==> src/rtl/if_fetch_pc_ctrl_pkg.sv <==
// rtl/if_fetch_pc_ctrl_pkg.sv - shared constants, state encoding and helpers for the IF fetch-PC sequencer
package if_fetch_pc_ctrl_pkg;

   localparam int unsigned INST_NUM    = 4;
   localparam logic [31:0] IF_RESET_PC = 32'hbfc0_0000;

   typedef enum logic {
      IF_PC_NORMAL  = 1'b0,
      IF_PC_DS_WAIT = 1'b1
   } if_pc_state_e;

   // Start of the following fetch group; wraps silently at the top of the address space.
   function automatic logic [31:0] seq_group_pc(input logic [31:0] pc);
      return {pc[31:4] + 28'd1, 4'b0000};
   endfunction

endpackage

==> src/rtl/if_fetch_pc_ctrl_if.sv <==
// rtl/if_fetch_pc_ctrl_if.sv - fetch request, branch-selector result and backend redirect bundle
interface if_fetch_pc_ctrl_if;
   import if_fetch_pc_ctrl_pkg::*;

   logic                fetchReady_i;
   logic                fetchValid_o;
   logic [31:0]         fetchPC_o;
   logic [INST_NUM-1:0] fetchEnable_o;
   logic                predTake_i;
   logic [31:0]         predDest_i;
   logic                predNeedDs_i;
   logic                redirectValid_i;
   logic [31:0]         redirectPC_i;
   logic                dsPending_o;

   modport master (
      input  fetchReady_i, predTake_i, predDest_i, predNeedDs_i, redirectValid_i, redirectPC_i,
      output fetchValid_o, fetchPC_o, fetchEnable_o, dsPending_o
   );

   modport slave (
      output fetchReady_i, predTake_i, predDest_i, predNeedDs_i, redirectValid_i, redirectPC_i,
      input  fetchValid_o, fetchPC_o, fetchEnable_o, dsPending_o
   );

endinterface

==> src/rtl/if_fetch_pc_ctrl_lane_mask.sv <==
// rtl/if_fetch_pc_ctrl_lane_mask.sv - lane enables from word offset within the group
// Shared with the decode-side validity check, so it stays purely combinational.
module if_fetch_pc_ctrl_lane_mask
   import if_fetch_pc_ctrl_pkg::*;
(
   input  logic [1:0]          lane_i,
   input  logic                dsPending_i,
   output logic [INST_NUM-1:0] enable_o
);

   always_comb begin
      enable_o = '0;
      if (dsPending_i) begin
         enable_o = {{(INST_NUM-1){1'b0}}, 1'b1};
      end else begin
         for (int k = 0; k < INST_NUM; k++) begin
            enable_o[k] = (k >= int'(lane_i));
         end
      end
   end

endmodule

==> src/rtl/if_fetch_pc_ctrl.sv <==
// rtl/if_fetch_pc_ctrl.sv - fetch-PC sequencer: next-PC selection, lane-3 delay-slot handling, redirect
module if_fetch_pc_ctrl
   import if_fetch_pc_ctrl_pkg::*;
#(
   parameter logic [31:0] RESET_PC = IF_RESET_PC
)(
   input  logic                clk,
   input  logic                rst,
   if_fetch_pc_ctrl_if.master  bus
);

   if_pc_state_e        state_q, state_d;
   logic [31:0]         pc_q, pc_d;
   logic [31:0]         tgt_q, tgt_d;
   logic                valid_q, valid_d;
   logic                accept;
   logic                take;
   logic [INST_NUM-1:0] lane_en;

   assign accept = valid_q & bus.fetchReady_i;
   // A delay-slot request without a take is still a taken branch.
   assign take   = bus.predTake_i | bus.predNeedDs_i;

   always_comb begin
      state_d = state_q;
      pc_d    = pc_q;
      tgt_d   = tgt_q;
      valid_d = 1'b1;
      if (bus.redirectValid_i) begin
         state_d = IF_PC_NORMAL;
         pc_d    = bus.redirectPC_i;
         tgt_d   = '0;
      end else if (accept) begin
         unique case (state_q)
            IF_PC_DS_WAIT: begin
               state_d = IF_PC_NORMAL;
               pc_d    = tgt_q;
            end
            default: begin
               if (bus.predNeedDs_i) begin
                  state_d = IF_PC_DS_WAIT;
                  tgt_d   = bus.predDest_i;
                  pc_d    = seq_group_pc(pc_q);
               end else if (take) begin
                  pc_d    = bus.predDest_i;
               end else begin
                  pc_d    = seq_group_pc(pc_q);
               end
            end
         endcase
      end
   end

   always_ff @(posedge clk) begin
      if (rst) begin
         state_q <= IF_PC_NORMAL;
         pc_q    <= RESET_PC;
         tgt_q   <= '0;
         valid_q <= 1'b0;
      end else begin
         state_q <= state_d;
         pc_q    <= pc_d;
         tgt_q   <= tgt_d;
         valid_q <= valid_d;
      end
   end

   if_fetch_pc_ctrl_lane_mask u_lane_mask (
      .lane_i      (pc_q[3:2]),
      .dsPending_i (state_q == IF_PC_DS_WAIT),
      .enable_o    (lane_en)
   );

   assign bus.fetchValid_o  = valid_q;
   assign bus.fetchPC_o     = pc_q;
   assign bus.fetchEnable_o = valid_q ? lane_en : '0;
   assign bus.dsPending_o   = (state_q == IF_PC_DS_WAIT);

endmodule
==> src/flat_wrapper.sv <==
// flat-port wrapper written by rule: the top's interface ports become plain ports
module if_fetch_pc_ctrl_flat import if_fetch_pc_ctrl_pkg::*;
#(
   parameter logic [31:0] RESET_PC = IF_RESET_PC
)
  (clk, rst, bus_fetchReady_i, bus_predTake_i, bus_predDest_i, bus_predNeedDs_i, bus_redirectValid_i, bus_redirectPC_i, bus_fetchValid_o, bus_fetchPC_o, bus_fetchEnable_o, bus_dsPending_o);
  if_fetch_pc_ctrl_if bus_i ();
  input  logic clk;
  input  logic rst;
  input wire logic [$bits(bus_i.fetchReady_i)-1:0] bus_fetchReady_i;
  input wire logic [$bits(bus_i.predTake_i)-1:0] bus_predTake_i;
  input wire logic [$bits(bus_i.predDest_i)-1:0] bus_predDest_i;
  input wire logic [$bits(bus_i.predNeedDs_i)-1:0] bus_predNeedDs_i;
  input wire logic [$bits(bus_i.redirectValid_i)-1:0] bus_redirectValid_i;
  input wire logic [$bits(bus_i.redirectPC_i)-1:0] bus_redirectPC_i;
  output wire logic [$bits(bus_i.fetchValid_o)-1:0] bus_fetchValid_o;
  output wire logic [$bits(bus_i.fetchPC_o)-1:0] bus_fetchPC_o;
  output wire logic [$bits(bus_i.fetchEnable_o)-1:0] bus_fetchEnable_o;
  output wire logic [$bits(bus_i.dsPending_o)-1:0] bus_dsPending_o;
  assign bus_i.fetchReady_i = bus_fetchReady_i;
  assign bus_i.predTake_i = bus_predTake_i;
  assign bus_i.predDest_i = bus_predDest_i;
  assign bus_i.predNeedDs_i = bus_predNeedDs_i;
  assign bus_i.redirectValid_i = bus_redirectValid_i;
  assign bus_i.redirectPC_i = bus_redirectPC_i;
  assign bus_fetchValid_o = bus_i.fetchValid_o;
  assign bus_fetchPC_o = bus_i.fetchPC_o;
  assign bus_fetchEnable_o = bus_i.fetchEnable_o;
  assign bus_dsPending_o = bus_i.dsPending_o;
  if_fetch_pc_ctrl #(.RESET_PC(RESET_PC)) u_core (.clk(clk), .rst(rst), .bus(bus_i));
endmodule
==> config.mk <==
export PLATFORM = sky130hd
export DESIGN_NAME = if_fetch_pc_ctrl_flat
export DESIGN_NICKNAME = d
export VERILOG_FILES = /design/src/rtl/if_fetch_pc_ctrl_pkg.sv /design/src/rtl/if_fetch_pc_ctrl_if.sv /design/src/rtl/if_fetch_pc_ctrl_lane_mask.sv /design/src/rtl/if_fetch_pc_ctrl.sv /design/src/flat_wrapper.sv
export SDC_FILE = /design/constraint.sdc
export NUM_CORES = 1
export LEC_CHECK = 0
export ABC_AREA = 1
export CORE_UTILIZATION = 50
export DETAILED_ROUTE_END_ITERATION = 12
export PLACE_DENSITY = 0.82
export SLEW_MARGIN = 20
export SYNTH_ARGS = -nofsm -noshare
export SYNTH_HDL_FRONTEND = slang
export SYNTH_SLANG_ARGS = --single-unit
==> constraint.sdc <==
create_clock -name clk -period 1.9 [get_ports clk]
set_input_delay 0.57 -clock clk [delete_from_list [all_inputs] [get_ports clk]]
set_output_delay 0.57 -clock clk [all_outputs]
set_load 0.05 [all_outputs]
==> run_results.csv, run 1 <==
group,metric,value,unit
floorplan,die_w,93.44,µm
logic_synthesis,yosysSeqAreaShare,0.3161,
timing,tightest_slew,387.7,ps
pwr,ir_drop,0.4486,mV
drt,dr_total_vias,5350,
layout,syn_to_final_growth,49.12,%
global_routing,grt_pass1_wl,24860,µm
clock_network,clkLatencyLatePin,360,ps
layout,nets,912,
timing,final_max_slew_viol_count,0,
hold_path,hp-class,"flop to flop",
worst_setup_path,reg2regPathDepth,9,
drt,drtAntennaViolNets,0,
pwr,leakage,2.832,nW
timing,holdWs,472.4,ps
floorplan,core,7888,µm²
clock_network,root_buffer,"clkbuf_8",
drt,wire_per_inst,16.64,µm
timing,finClkSkew,9.443,ps
timing,rsz0062_at_grt,"true",
timing,finalHoldViolCount,0,
worst_setup_path,crit_family,"flip-flops",
global_routing,grtUsageTotal,0.3717,
hold_path,worstHoldPathCells,2,
run_status,outcome,"complete, no violations",
logic_synthesis,syn_avg_cell_area,5.938,µm²
floorplan,row_count,32,
worst_setup_path,critPathRequiredTime,1330,ps
place,port_buffers,107,
worst_setup_path,r2r-end,"u_core.bus.fetchPC_o[29]",
global_routing,grt.overflow.total,0,
layout,drive_gt1_frac,0.1773,
logic_synthesis,ys_seq_elements,66,
worst_setup_path,rr_startpoint,"u_core.bus.fetchPC_o[14]",
drt,drt_iter0_markers,521,
worst_setup_path,crit_path_cell_trace,"nor2_4 -> inv_4 -> a21oi_4 -> buf_12",
clock_network,cts_buffer_depth,2,
layout,n_antenna_cell,0,
timing,finalCritPeriodShare,0.9779,
floorplan,io_pins,108,
timing,fmax,0.5382,GHz
pwr,power_density,666.4,nW/µm²
layout,regArea,1338,µm²
logic_synthesis,yosysWarningCount,0,
job,max_cap_violations,0,
layout,layout_common_cells,"nand2_1, o21ai_0, inv_1",
worst_setup_path,crit_slowest_cell,"dfxtp_4",
global_routing,grt_pass1_vias,5203,
drt,wirelength,15770,µm
layout,multi_input_area,2440,µm²
hold_path,min_from,"u_core.tgt_q[25]",
place,place.gp.congestion,0.9418,
clock_network,clock-sinks,66,
logic_synthesis,synthCells,704,
place,dp_hpwl,11610,µm
worst_setup_path,start_kind,"flop",
worst_setup_path,rrSetupSlack,90,ps
timing,maxSlewHeadroom,0.7413,
drt,drtPass1Iterations,6,
floorplan,die_area,8730,µm²
clock_network,clkSlewWorstSetupHoldPaths,80,ps
logic_synthesis,synth_area,4180,µm²
drt,drc_errors,0,
worst_setup_path,end_kind,"primary output",
logic_synthesis,syn-num-nets,775,
floorplan,die_y,93.44,µm
timing,fin_crit,1858,ps
global_routing,antenna_found_initial,0,
worst_setup_path,criticalPathCategory,"flop to primary output",
drt,via_per_inst,5.643,
pwr,finalPower,4.154,mW
worst_setup_path,max_stage_delay,420,ps
clock_network,cts_tree,"yes",
worst_setup_path,cp.arrival,1290,ps
floorplan,floorplan.initialDensity,0.5300,
worst_setup_path,path_max_fanout,13,
layout,final_common_cell,"nand2_1",
hold_path,whs_endpoint,"u_core.tgt_q[25]",
worst_setup_path,crit_buf_inv,2,
clock_network,htreeDepth,3,
logic_synthesis,yosysUniqueCellTypes,34,
global_routing,grt_start_max_net_pins,29,
clock_network,cts-buffers-inserted,9,
timing,setup_viol,0,
layout,num-fill-cells,555,
-- routing by layer --
| layer | vias up | track usage | share of wire | wire length (µm) |
|---|---|---|---|---|
| met5 | - | 0 | 0 | 0 |
| met4 | 0 | 0.2064 | 0.046 | 732 |
| met3 | 75 | 0.06748 | 0.088 | 1394 |
| met2 | 306 | 0.6342 | 0.48 | 7539 |
| met1 | 2442 | 0.4382 | 0.39 | 6105 |
| li1 | 2527 | - | - | - |
-- flip-flops by register name, indices dropped and copies added, names as in the netlist --
signal and count:
u_core.bus.dsPending_o 1, u_core.bus.fetchPC_o 32, u_core.bus.fetchValid_o 1, u_core.tgt_q 32
-- what timing repair did --
action | in CTS | in global routing
buffers inserted | 1 | 0
hold buffers | 0 | 0
pin swaps | 1 | 2
endpoints found under the setup margin | 2 | 9
resized for setup | 1 | 7
-- kinds of logic (layout without fill, tap and decap cells) --
| family | count (synthesis) | count (layout) | synth area share |
|---|---|---|---|
| AOI/OAI and AO/OA | 156 | 156 | 0.1957 |
| xor gates and xnor gates | 3 | 3 | 0.006287 |
| adders and majority gates | 1 | 1 | 0.002993 |
| buffers and inverters | 118 | 260 | 0.1098 |
| DFF | 66 | 66 | 0.3161 |
| and+or+nand+nor | 360 | 360 | 0.3691 |
-- worst register-to-register path, stage by stage, from the launching register on --
cell	delay (ps)
dfxtp_1	500
inv_1	110
nor3_2	300
nand2_1	80
nor2_1	230
nand2_1	110
nand2_1	80
nand2_1	60
a21oi_1	150
o21bai_1	80
-- cell usage after synthesis (all sizes together) --
library cell	instances	area share
a21oi	50	0.060
ha	1	0.0030
o211ai	5	0.0090
o221ai	1	0.0021
and3	1	0.0015
xor2	2	0.0042
dfxtp	66	0.32
xnor2	1	0.0021
a221o	1	0.0024
nand4	9	0.013
inv	83	0.075
a31oi	7	0.010
o21bai	2	0.0036
o21a	1	0.0018
nor3	7	0.012
nand3b	1	0.0018
or2	5	0.0075
clkbuf	24	0.022
nand2	206	0.19
nand3	43	0.054
o21ai	89	0.11
buf	11	0.014
nor2	88	0.090
-- worst max path at each step --
stage / startpoint / end / cells after the start
finish: u_core.bus.dsPending_o / bus_fetchEnable_o[2] / 4
global route: u_core.bus.fetchPC_o[4] / u_core.bus.fetchPC_o[22] / 12
CTS: u_core.bus.fetchPC_o[2] / bus_fetchEnable_o[0] / 4
detailed placement: bus_predNeedDs_i / u_core.bus.fetchPC_o[6] / 8
global placement: bus_predTake_i / u_core.bus.fetchPC_o[16] / 8
floorplan: u_core.bus.dsPending_o / bus_fetchEnable_o[2] / 5
-- where the power goes --
group          switching (mW)  internal (mW)
Combinational           0.659          0.541
Clock                   0.605          0.812
Sequential             0.0875           1.45
Total                    1.35           2.80
-- area by class of cell --
type                            instances  area share
Sequential cell                        66      0.2146
Inverter                               83     0.05078
Tap cell                              102     0.02047
Timing Repair Buffer                  161      0.2858
Multi-Input combinational cell        520      0.3914
Clock inverter                          4     0.01204
Clock buffer                           12     0.02489
-- stage by stage --
step / area, µm² / worst slack [ps] / instances / TNS, ps / util
after floorplan: 4238 / -59.26 / 704 / -68.72 / -
after global placement: 5978 / -112.1 / 931 / -1999 / 0.7579
after detailed placement: 5978 / -203.9 / 931 / -4471 / 0.7579
after CTS: 6217 / 12.61 / 948 / 0 / 0.7882
after global routing: 6233 / -3.991 / 948 / -3.991 / 0.7903
final: 6233 / 41.96 / 948 / 0 / 0.7903
Note: power is estimated with default switching activity, not from simulation.
==> inputs of run 2 (changes only) <==
- CORE_UTILIZATION: 50 -> 45
- PLACE_DENSITY: 0.82 -> 0.78
- clock period: 1.9 -> 1.7 ns (I/O delays scaled with it)
==> run 2 against run 1 <==
The run now ends with negative setup slack left. First-iteration DRC count decreased by 17%. Critical path depth did not move. Sequential cell count is the same.
==> run_results.csv, run 2 (synthesis gave the netlist of run 1 again) <==
group,metric,value,unit
run_status,outcome,"finished with violations",
run_status,failed_checks,"negative setup slack",
floorplan,row_count,34,
clock_network,clkSlewWorstSetupHoldPaths,80,ps
clock_network,clkLatencyLatePin,350,ps
hold_path,min_from,"u_core.tgt_q[25]",
timing,tightest_slew,343.3,ps
place,port_buffers,107,
clock_network,cts_tree,"yes",
drt,drc_errors,0,
clock_network,root_buffer,"clkbuf_8",
timing,finClkSkew,12.69,ps
layout,layout_common_cells,"nand2_1, o21ai_0, inv_1",
clock_network,cts-buffers-inserted,9,
drt,drtAntennaViolNets,0,
worst_setup_path,critPathRequiredTime,1190,ps
global_routing,grtUsageTotal,0.3340,
worst_setup_path,path_max_fanout,4,
floorplan,io_pins,108,
worst_setup_path,cp-startpoint,"u_core.bus.dsPending_o",
pwr,power_density,668.2,nW/µm²
timing,setup_viol,1,
drt,route.met3.wl,1379,µm
layout,syn_to_final_growth,56.33,%
timing,finalCritPeriodShare,1.003,
layout,drive_gt1_frac,0.2235,
pwr,ir_drop,0.4162,mV
worst_setup_path,end_kind,"primary output",
pwr,finalPower,4.367,mW
timing,fin_ws,-5.506,ps
layout,finalNonFillerCells,967,
hold_path,hp-class,"flop to flop",
pwr,leakage,2.939,nW
drt,top_layer_used,"met4",
clock_network,htreeDepth,3,
worst_setup_path,rr_startpoint,"u_core.bus.fetchPC_o[4]",
timing,rsz0062_at_grt,"true",
global_routing,grt_start_max_net_pins,32,
timing,fmax,0.5863,GHz
global_routing,grt.overflow.total,0,
floorplan,die_w,98.38,µm
job,max_cap_violations,0,
clock_network,cts_buffer_depth,2,
floorplan,floorplan.initialDensity,0.4724,
worst_setup_path,rrSetupSlack,20,ps
drt,drtPass1Iterations,9,
clock_network,hold_buffers,0,
worst_setup_path,start_kind,"flop",
drt,wirelength,16030,µm
timing,fin_crit,1706,ps
global_routing,grt_pass1_vias,5328,
timing,final_max_slew_viol_count,0,
drt,drt_iter0_markers,431,
floorplan,die_y,98.38,µm
floorplan,core,8848,µm²
place,dp_hpwl,11570,µm
timing,finalHoldViolCount,0,
timing,maxSlewHeadroom,0.7712,
layout,final_common_cell,"nand2_1",
place,place.gp.congestion,0.9331,
drt,wl_met2,7621,µm
global_routing,antenna_found_initial,0,
clock_network,clock-sinks,66,
worst_setup_path,criticalPathCategory,"flop to primary output",
place,dp_cells,944,
worst_setup_path,cp.arrival,1200,ps
layout,n_antenna_cell,0,
drt,met1_length,6429,µm
drt,dr_total_vias,5313,
place,detailed_place.area,6217,µm²
drt,via_per_inst,5.494,
global_routing,grt_pass1_wl,25470,µm
drt,wire_per_inst,16.57,µm
floorplan,die_area,9679,µm²
layout,nets,925,
layout,postLayoutCellArea,6535,µm²
[run 2: cell types whose count changed in the layout (fill, tap and decap cells not counted), sizes merged]
cell           change
dlymetal6s2s       +1
clkbuf             -1
bufinv             -2
clkinv             +4
clkdlybuf4s50      -1
buf               +13
clkinvlp           -1
[run 2: area by class of cell]
type	count	area, µm²
Tap cell	108	135.1
Clock buffer	11	131.4
Inverter	83	316.6
Multi-Input combinational cell	520	2515
Clock inverter	5	31.28
Sequential cell	66	1361
Timing Repair Buffer	174	2044
Fill cell	710	2313
[run 2: path summary, 6_finish.rpt]
path | endpoint | depth (start not counted)
setup / recovery | bus_fetchEnable_o[2] | 4
hold / removal | u_core.tgt_q[25] | 2
setup reg to reg | u_core.bus.fetchPC_o[9] | 10
hold reg to reg | u_core.tgt_q[25] | 2
[run 2: repair_timing]
item,4_1_cts,5_1_grt
endpoints found under the hold margin,0,0
setup endpoints to repair,3,32
buffers inserted,5,2
pin swaps,1,5
resized for setup,2,37
[run 2: worst max-delay path, cell delays in order, from the launching register on]
cell     delay [ps]
dfxtp_4         370
nor2_4          120
inv_2            70
a21oi_4         140
buf_12          150
[run 2: routing by layer]
metal  GRT usage  vias to the layer above
met5           0                        -
met4      0.1538                        0
met3     0.06084                       52
met2      0.5699                      283
met1      0.4084                     2419
li1            -                     2559
[run 2: per-stage QoR]
step,hold slack [ps],util,setup WS (ps),setup TNS [ps]
finish,472.6,0.7385,-5.506,-5.506
global route,492.1,0.7385,-83.65,-314.5
CTS,470.9,0.7255,-9.008,-9.008
detailed placement,458.8,0.7026,-310.1,-15430
global placement,455.2,0.7026,-247.6,-12000
floorplan,445.4,-,-199.3,-348.7
[run 2: power breakdown]
part	leakage (nW)	internal [mW]	switching, mW	total, mW
Combinational	2.31	0.680	0.755	1.43
Sequential	0.548	1.62	0.104	1.73
Clock	0.0831	0.526	0.677	1.20
